File: src/rtl/seq_pkg.sv
// Shared opcode, ALU-code and state definitions for the multicycle sequencer.
package seq_pkg;

  localparam logic [5:0] OP_NOP  = 6'd0;
  localparam logic [5:0] OP_ADD  = 6'd1;
  localparam logic [5:0] OP_SUB  = 6'd2;
  localparam logic [5:0] OP_ADDI = 6'd3;
  localparam logic [5:0] OP_LW   = 6'd4;
  localparam logic [5:0] OP_SW   = 6'd5;
  localparam logic [5:0] OP_AND  = 6'd6;
  localparam logic [5:0] OP_OR   = 6'd7;
  localparam logic [5:0] OP_NOR  = 6'd8;
  localparam logic [5:0] OP_BEQ  = 6'd9;
  localparam logic [5:0] OP_BNE  = 6'd10;
  localparam logic [5:0] OP_SLT  = 6'd11;
  localparam logic [5:0] OP_EOF  = 6'd12;

  localparam logic [3:0] ALU_ADD = 4'd0;
  localparam logic [3:0] ALU_SUB = 4'd1;
  localparam logic [3:0] ALU_AND = 4'd2;
  localparam logic [3:0] ALU_OR  = 4'd3;
  localparam logic [3:0] ALU_NOR = 4'd4;
  localparam logic [3:0] ALU_SLT = 4'd5;

  typedef enum logic [2:0] {
    StIdle   = 3'd0,
    StFetch  = 3'd1,
    StDecode = 3'd2,
    StExec   = 3'd3,
    StMem    = 3'd4,
    StWb     = 3'd5,
    StHalt   = 3'd6
  } seq_state_e;

  function automatic logic [3:0] alu_op(input logic [5:0] op);
    logic [3:0] code;
    code = ALU_ADD;
    unique case (op)
      OP_SUB, OP_BEQ, OP_BNE: code = ALU_SUB;
      OP_AND:                 code = ALU_AND;
      OP_OR:                  code = ALU_OR;
      OP_NOR:                 code = ALU_NOR;
      OP_SLT:                 code = ALU_SLT;
      default:                code = ALU_ADD;
    endcase
    return code;
  endfunction

  function automatic logic uses_imm(input logic [5:0] op);
    return (op == OP_ADDI) || (op == OP_LW) || (op == OP_SW);
  endfunction

endpackage

File: src/rtl/mem_wait_timer.sv
// Counts MEM-state cycles without an acknowledge; flags the last allowed cycle.
module mem_wait_timer #(
  parameter int unsigned Timeout = 15
) (
  input  logic clk_i,
  input  logic reset_i,
  input  logic clear_i,
  input  logic en_i,
  output logic expired_o
);

  logic [7:0] count_q;

  always_ff @(posedge clk_i) begin
    if (reset_i || clear_i) begin
      count_q <= 8'd0;
    end else if (en_i) begin
      count_q <= count_q + 8'd1;
    end
  end

  // Count starts at 0 on MEM entry, so the Timeout-th cycle sees Timeout-1.
  assign expired_o = (count_q == 8'(Timeout - 1));

endmodule

File: src/rtl/multicycle_sequencer.sv
// Multi-cycle IF/ID/EX/MEM/WB control FSM with data-memory timeout halt.
// Optional retired-instruction counter enabled by SEQ_RETIRE_CNT_EN.
module multicycle_sequencer
  import seq_pkg::*;
#(
  parameter int unsigned MEM_TIMEOUT = 15
`ifdef SEQ_RETIRE_CNT_EN
  ,
  parameter int unsigned CNT_W = 32
`endif
) (
  input  logic        clk,
  input  logic        reset,
  input  logic        start,
  input  logic [31:0] instr,
  input  logic        alu_zero,
  input  logic        mem_ack,
  output logic        ir_write,
  output logic        pc_write,
  output logic        pc_sel,
  output logic [3:0]  alu_control,
  output logic        alu_src_b,
  output logic        mem_req,
  output logic        mem_we,
  output logic        reg_write,
  output logic        wb_data_sel,
  output logic        wb_addr_sel,
  output logic        halted,
  output logic        error,
`ifdef SEQ_RETIRE_CNT_EN
  output logic [CNT_W-1:0] retired_cnt,
`endif
  output logic [2:0]  state
);

  seq_state_e state_q, state_d;
  logic [5:0] opcode_q, opcode_d;
  logic       error_q, error_d;
  logic       expired;

  logic unused_instr;
  assign unused_instr = ^instr[25:0];

  mem_wait_timer #(
    .Timeout (MEM_TIMEOUT)
  ) u_timer (
    .clk_i     (clk),
    .reset_i   (reset),
    .clear_i   (state_q != StMem),
    .en_i      ((state_q == StMem) && !mem_ack),
    .expired_o (expired)
  );

  always_comb begin
    state_d  = state_q;
    opcode_d = opcode_q;
    error_d  = error_q;
    unique case (state_q)
      StIdle:   if (start) state_d = StFetch;
      StFetch: begin
        opcode_d = instr[31:26];
        state_d  = StDecode;
      end
      StDecode: begin
        if (opcode_q == OP_EOF) begin
          state_d = StHalt;
        end else if (opcode_q >= OP_ADD && opcode_q <= OP_SLT) begin
          state_d = StExec;
        end else begin
          state_d = StFetch;
        end
      end
      StExec: begin
        if (opcode_q == OP_LW || opcode_q == OP_SW) begin
          state_d = StMem;
        end else if (opcode_q == OP_BEQ || opcode_q == OP_BNE) begin
          state_d = StFetch;
        end else begin
          state_d = StWb;
        end
      end
      StMem: begin
        // An ack in the final allowed cycle takes priority over the timeout.
        if (mem_ack) begin
          state_d = (opcode_q == OP_SW) ? StFetch : StWb;
        end else if (expired) begin
          error_d = 1'b1;
          state_d = StHalt;
        end
      end
      StWb:     state_d = StFetch;
      StHalt:   state_d = StHalt;
      default:  state_d = StIdle;
    endcase
  end

  always_ff @(posedge clk) begin
    if (reset) begin
      state_q  <= StIdle;
      opcode_q <= OP_NOP;
      error_q  <= 1'b0;
    end else begin
      state_q  <= state_d;
      opcode_q <= opcode_d;
      error_q  <= error_d;
    end
  end

  always_comb begin
    ir_write    = 1'b0;
    pc_write    = 1'b0;
    pc_sel      = 1'b0;
    alu_control = ALU_ADD;
    alu_src_b   = 1'b0;
    mem_req     = 1'b0;
    mem_we      = 1'b0;
    reg_write   = 1'b0;
    wb_data_sel = 1'b0;
    wb_addr_sel = 1'b0;
    halted      = 1'b0;
    unique case (state_q)
      StFetch:  ir_write = 1'b1;
      StDecode: begin
        if (opcode_q == OP_NOP || opcode_q > OP_EOF) pc_write = 1'b1;
      end
      StExec: begin
        alu_control = alu_op(opcode_q);
        alu_src_b   = uses_imm(opcode_q);
        if (opcode_q == OP_BEQ) begin
          pc_write = 1'b1;
          pc_sel   = alu_zero;
        end else if (opcode_q == OP_BNE) begin
          pc_write = 1'b1;
          pc_sel   = ~alu_zero;
        end
      end
      StMem: begin
        mem_req   = 1'b1;
        mem_we    = (opcode_q == OP_SW);
        alu_src_b = 1'b1;
        pc_write  = mem_ack && (opcode_q == OP_SW);
      end
      StWb: begin
        reg_write   = 1'b1;
        pc_write    = 1'b1;
        wb_data_sel = (opcode_q == OP_LW);
        wb_addr_sel = (opcode_q == OP_LW) || (opcode_q == OP_ADDI);
      end
      StHalt:   halted = 1'b1;
      default:  ;
    endcase
  end

  assign error = error_q;
  assign state = state_q;

`ifdef SEQ_RETIRE_CNT_EN
  logic [CNT_W-1:0] retired_q;

  always_ff @(posedge clk) begin
    if (reset) begin
      retired_q <= '0;
    end else if (pc_write || (state_q == StDecode && opcode_q == OP_EOF)) begin
      retired_q <= retired_q + 1'b1;
    end
  end

  assign retired_cnt = retired_q;
`endif

endmodule

File: config.mk
export PLATFORM = sky130hd
export DESIGN_NAME = multicycle_sequencer
export DESIGN_NICKNAME = d
export VERILOG_FILES = /design/src/rtl/seq_pkg.sv /design/src/rtl/mem_wait_timer.sv /design/src/rtl/multicycle_sequencer.sv
export SDC_FILE = /design/constraint.sdc
export NUM_CORES = 1
export LEC_CHECK = 0
export CORE_AREA = 2 2 65 67
export CTS_CLUSTER_DIAMETER = 120
export DETAILED_ROUTE_END_ITERATION = 6
export DIE_AREA = 0 0 67 69
export PLACE_DENSITY = 0.65
export SKIP_LAST_GASP = 1
export SYNTH_ARGS = -nofsm -noshare
export SYNTH_HDL_FRONTEND = slang
export SYNTH_SLANG_ARGS = --single-unit
File: constraint.sdc
create_clock -name clk -period 2.7 [get_ports clk]
set_input_delay 0.54 -clock clk [delete_from_list [all_inputs] [get_ports clk]]
set_output_delay 0.54 -clock clk [all_outputs]
set_load 0.02 [all_outputs]
==> impl_metrics.tcl <==
set metrics [dict create \
    grt_usage_pct 12.30 \
    synth.yosys.seq_area_share_pct 31.61 \
    slew_violations 0 \
    p_int_w 0.0005201 \
    gp_routability_congestion 0.8022 \
    pwr-share-comb_pct 28.9 \
    async_flop_share_pct 0 \
    cts_setup_buffers 0 \
    multi_input_area_um2 721.9 \
    ys_types 42 \
    synthesis.area_um2 1140 \
    grt_start_max_net_pins 13 \
    finalSetupViolations 0 \
    cts_hold_buffers 0 \
    drt_wl_total_mm 2.744 \
    power.share.clock_pct 29.4 \
    drt_iter0_markers 54 \
    drc_errors 0 \
    vias 1088 \
    max_freq_mhz 393.9 \
    dr.pass1.iters 4 \
    vdd_drop_max_v 0.0005190 \
    seq_power_share_pct 41.6 \
    status "finished clean" \
    antenna_found_initial 0 \
    skew_ns 0.001046 \
    post_drt_wl_per_cell_um 12.59 \
    start_util_pct 29.12 \
    synth_flop_cell "dfxtp_1" \
    ff2ff_path_depth 5 \
    synth-seq-cells 18 \
    finalHoldViolCount 0 \
    area_growth_pct 37.54 \
    avgViaCountPerCell 4.991 \
    grt_pass1_vias 988 \
    power_density_nw_per_um2 478.4 \
    synth_edf_count 0 \
    fillers 424 \
    syn-num-nets 177 \
    path_clk_slew_ns 0.07 \
    cts_num_sinks 18 \
    clk_latency_ns 0.25 \
    regToRegEndpoint "u_timer.count_q[5]" \
    syn_area_per_cell_um2 8.260 \
    row_count 23 \
    core_area_um2 3914 \
    dpl.hpwl_mm 2.044 \
    worstSetupPathType "flop to output port" \
    syn_inst 138 \
    worstPathRequired_ns 2.16 \
    tightest_slew_ns 0.5592 \
    layout_common_cells "23 x clkdlybuf4s50_1, 18 x nor2_1, 17 x dfxtp_1" \
    ios 55 \
    p_sw_share_pct 30.66 \
    p_sw_w 0.0002299 \
    slew_headroom_pct 62.57 \
    grt_pass1_wl_mm 4.540 \
    seqCellArea_um2 361.6 \
    grt_setup_unrepaired "yes" \
    antenna_left 0 \
    worstPathMaxFanout 9 \
    io_buffers 27 \
    p_leak_nw 0.6268 \
    die_y_um 69 \
    critPathCapture "mem_we" \
    clock_path_buffers 2 \
    end_kind "output port" \
    startpoint_type "flop" \
    die_x_um 67 \
    hold_path.class "flop to flop" \
    drv_cap 0 \
    reg2reg_slack_ns 1.03 \
    critPathArrivalTime_ns 2.00 \
    dpl-instance-area_um2 1496 \
    grt-ovfl-total 0 \
    period_share_pct 94.02 \
    cts_made_buffers 3 \
    cts_max_level 1 \
    period_needed_ns 2.538 \
    fin_nets 208 \
    cts_root_buffer "clkbuf_8" \
    final_area_um2 1568 \
    r2r-start "state[1]" \
    diodes 0 \
    holdWs_ns 0.5199 \
    synth_warnings 0 \
    drive_above_1_share_pct 13.69 \
    final_common_cell "clkdlybuf4s50_1" \
    cts_tree "yes" \
    crit_start "state[1]" \
    die_area_um2 4623 \
]
-- registers in the layout, summed over array words and instances (netlist names) --
register and cells:
u_timer.count_q 8, opcode_q 6, state 3, error 1
-- power by group through the flow --
stage | clock network [W] | registers [W] | logic [W]
detailed placement | 0 | 0.000316 | 0.000216
CTS | 0.000225 | 0.000310 | 0.000217
global route | 0.000239 | 0.000315 | 0.000237
finish | 0.000221 | 0.000312 | 0.000217
global placement | 0 | 0.000315 | 0.000215
floorplan | 0 | 0.000310 | 0.000138
-- synth_stat cells, types with 2 or more instances --
cell	instances	area (um2)
a31oi_1	2	12.51
nor2b_1	2	12.51
mux2i_1	8	80.08
or2_2	2	12.51
or3b_1	2	17.52
nor3_1	5	25.02
nor4b_1	3	26.28
clkbuf_1	5	18.77
nor2_1	18	67.56
o21ai_0	3	15.01
nor4_1	4	25.02
buf_2	5	25.02
dfxtp_1	18	360.4
nand4_1	3	18.77
and2_1	2	12.51
inv_1	5	18.77
nand3_1	5	25.02
nand2_1	6	22.52
a21oi_1	5	25.02
o211ai_1	2	15.01
and3_1	2	12.51
xor2_1	7	61.31
ha_1	2	25.02
nand3b_1	4	30.03
-- per-stage QoR --
stage	total power (W)	setup slack, ns	utilization, %	instances	TNS [ns]
floorplan	0.0004477	0.4324	-	138	0
CTS	0.0007532	-0.02012	39.74	218	-0.02012
detailed placement	0.0005315	0.2207	38.24	214	0
global route	0.0007910	-0.009789	40.06	218	-0.009789
finish	0.0007500	0.1615	40.06	218	0
global placement	0.0005304	0.2110	38.24	214	0
-- worst max-delay path: stages (launching register included) --
cell and delay [ns]:
dfxtp_1 0.39, or3b_1 0.42, inv_1 0.13, and3_1 0.19, clkdlybuf4s50_1 0.61
-- how the worst min path moves through the flow --
| stage | cells past startpoint | from | slack (ns) | end |
|---|---|---|---|---|
| after floorplan | 2 | u_timer.count_q[7] | 0.48 | u_timer.count_q[7] |
| after global placement | 2 | error | 0.49 | error |
| after detailed placement | 2 | error | 0.47 | error |
| after CTS | 2 | error | 0.51 | error |
| after global routing | 2 | error | 0.54 | error |
| final | 2 | u_timer.count_q[7] | 0.52 | u_timer.count_q[7] |
-- routing by layer --
layer	vias up	track usage [%]	wire [um]
met5	-	0	0
met4	0	3.401	27
met3	2	1.958	114
met2	26	19.47	1281
met1	506	17.03	1319
li1	554	-	-
-- cells by family (layout without fill, tap and decap cells) --
group / after synthesis / count (layout) / share of synthesized area (%)
adder cells (fa/ha/maj): 2 / 2 / 2.195
AO/OA/AOI/OAI: 21 / 21 / 13.39
other: 1 / 1 / 0.3290
buffers and inverters: 16 / 46 / 6.147
flip-flops: 18 / 18 / 31.61
multiplexers: 9 / 9 / 8.013
AND/OR/NAND/NOR: 64 / 64 / 32.93
XOR/XNOR: 7 / 7 / 5.379
-- repair_timing --
item / in CTS / in global routing
hold endpoints to repair: 0 / 0
setup endpoints to repair: 3 / 3
pin swaps: 0 / 0
gates resized for setup: 3 / 5
-- area by class of cell --
type / instances / area share, %
clock buffers: 4 / 3.512
inverters: 5 / 1.197
multi-input cells: 104 / 46.05
flip-flops and latches: 18 / 23.06
well taps: 50 / 3.990
repair buffers: 37 / 22.19
Note: power is estimated with default switching activity, not from simulation.
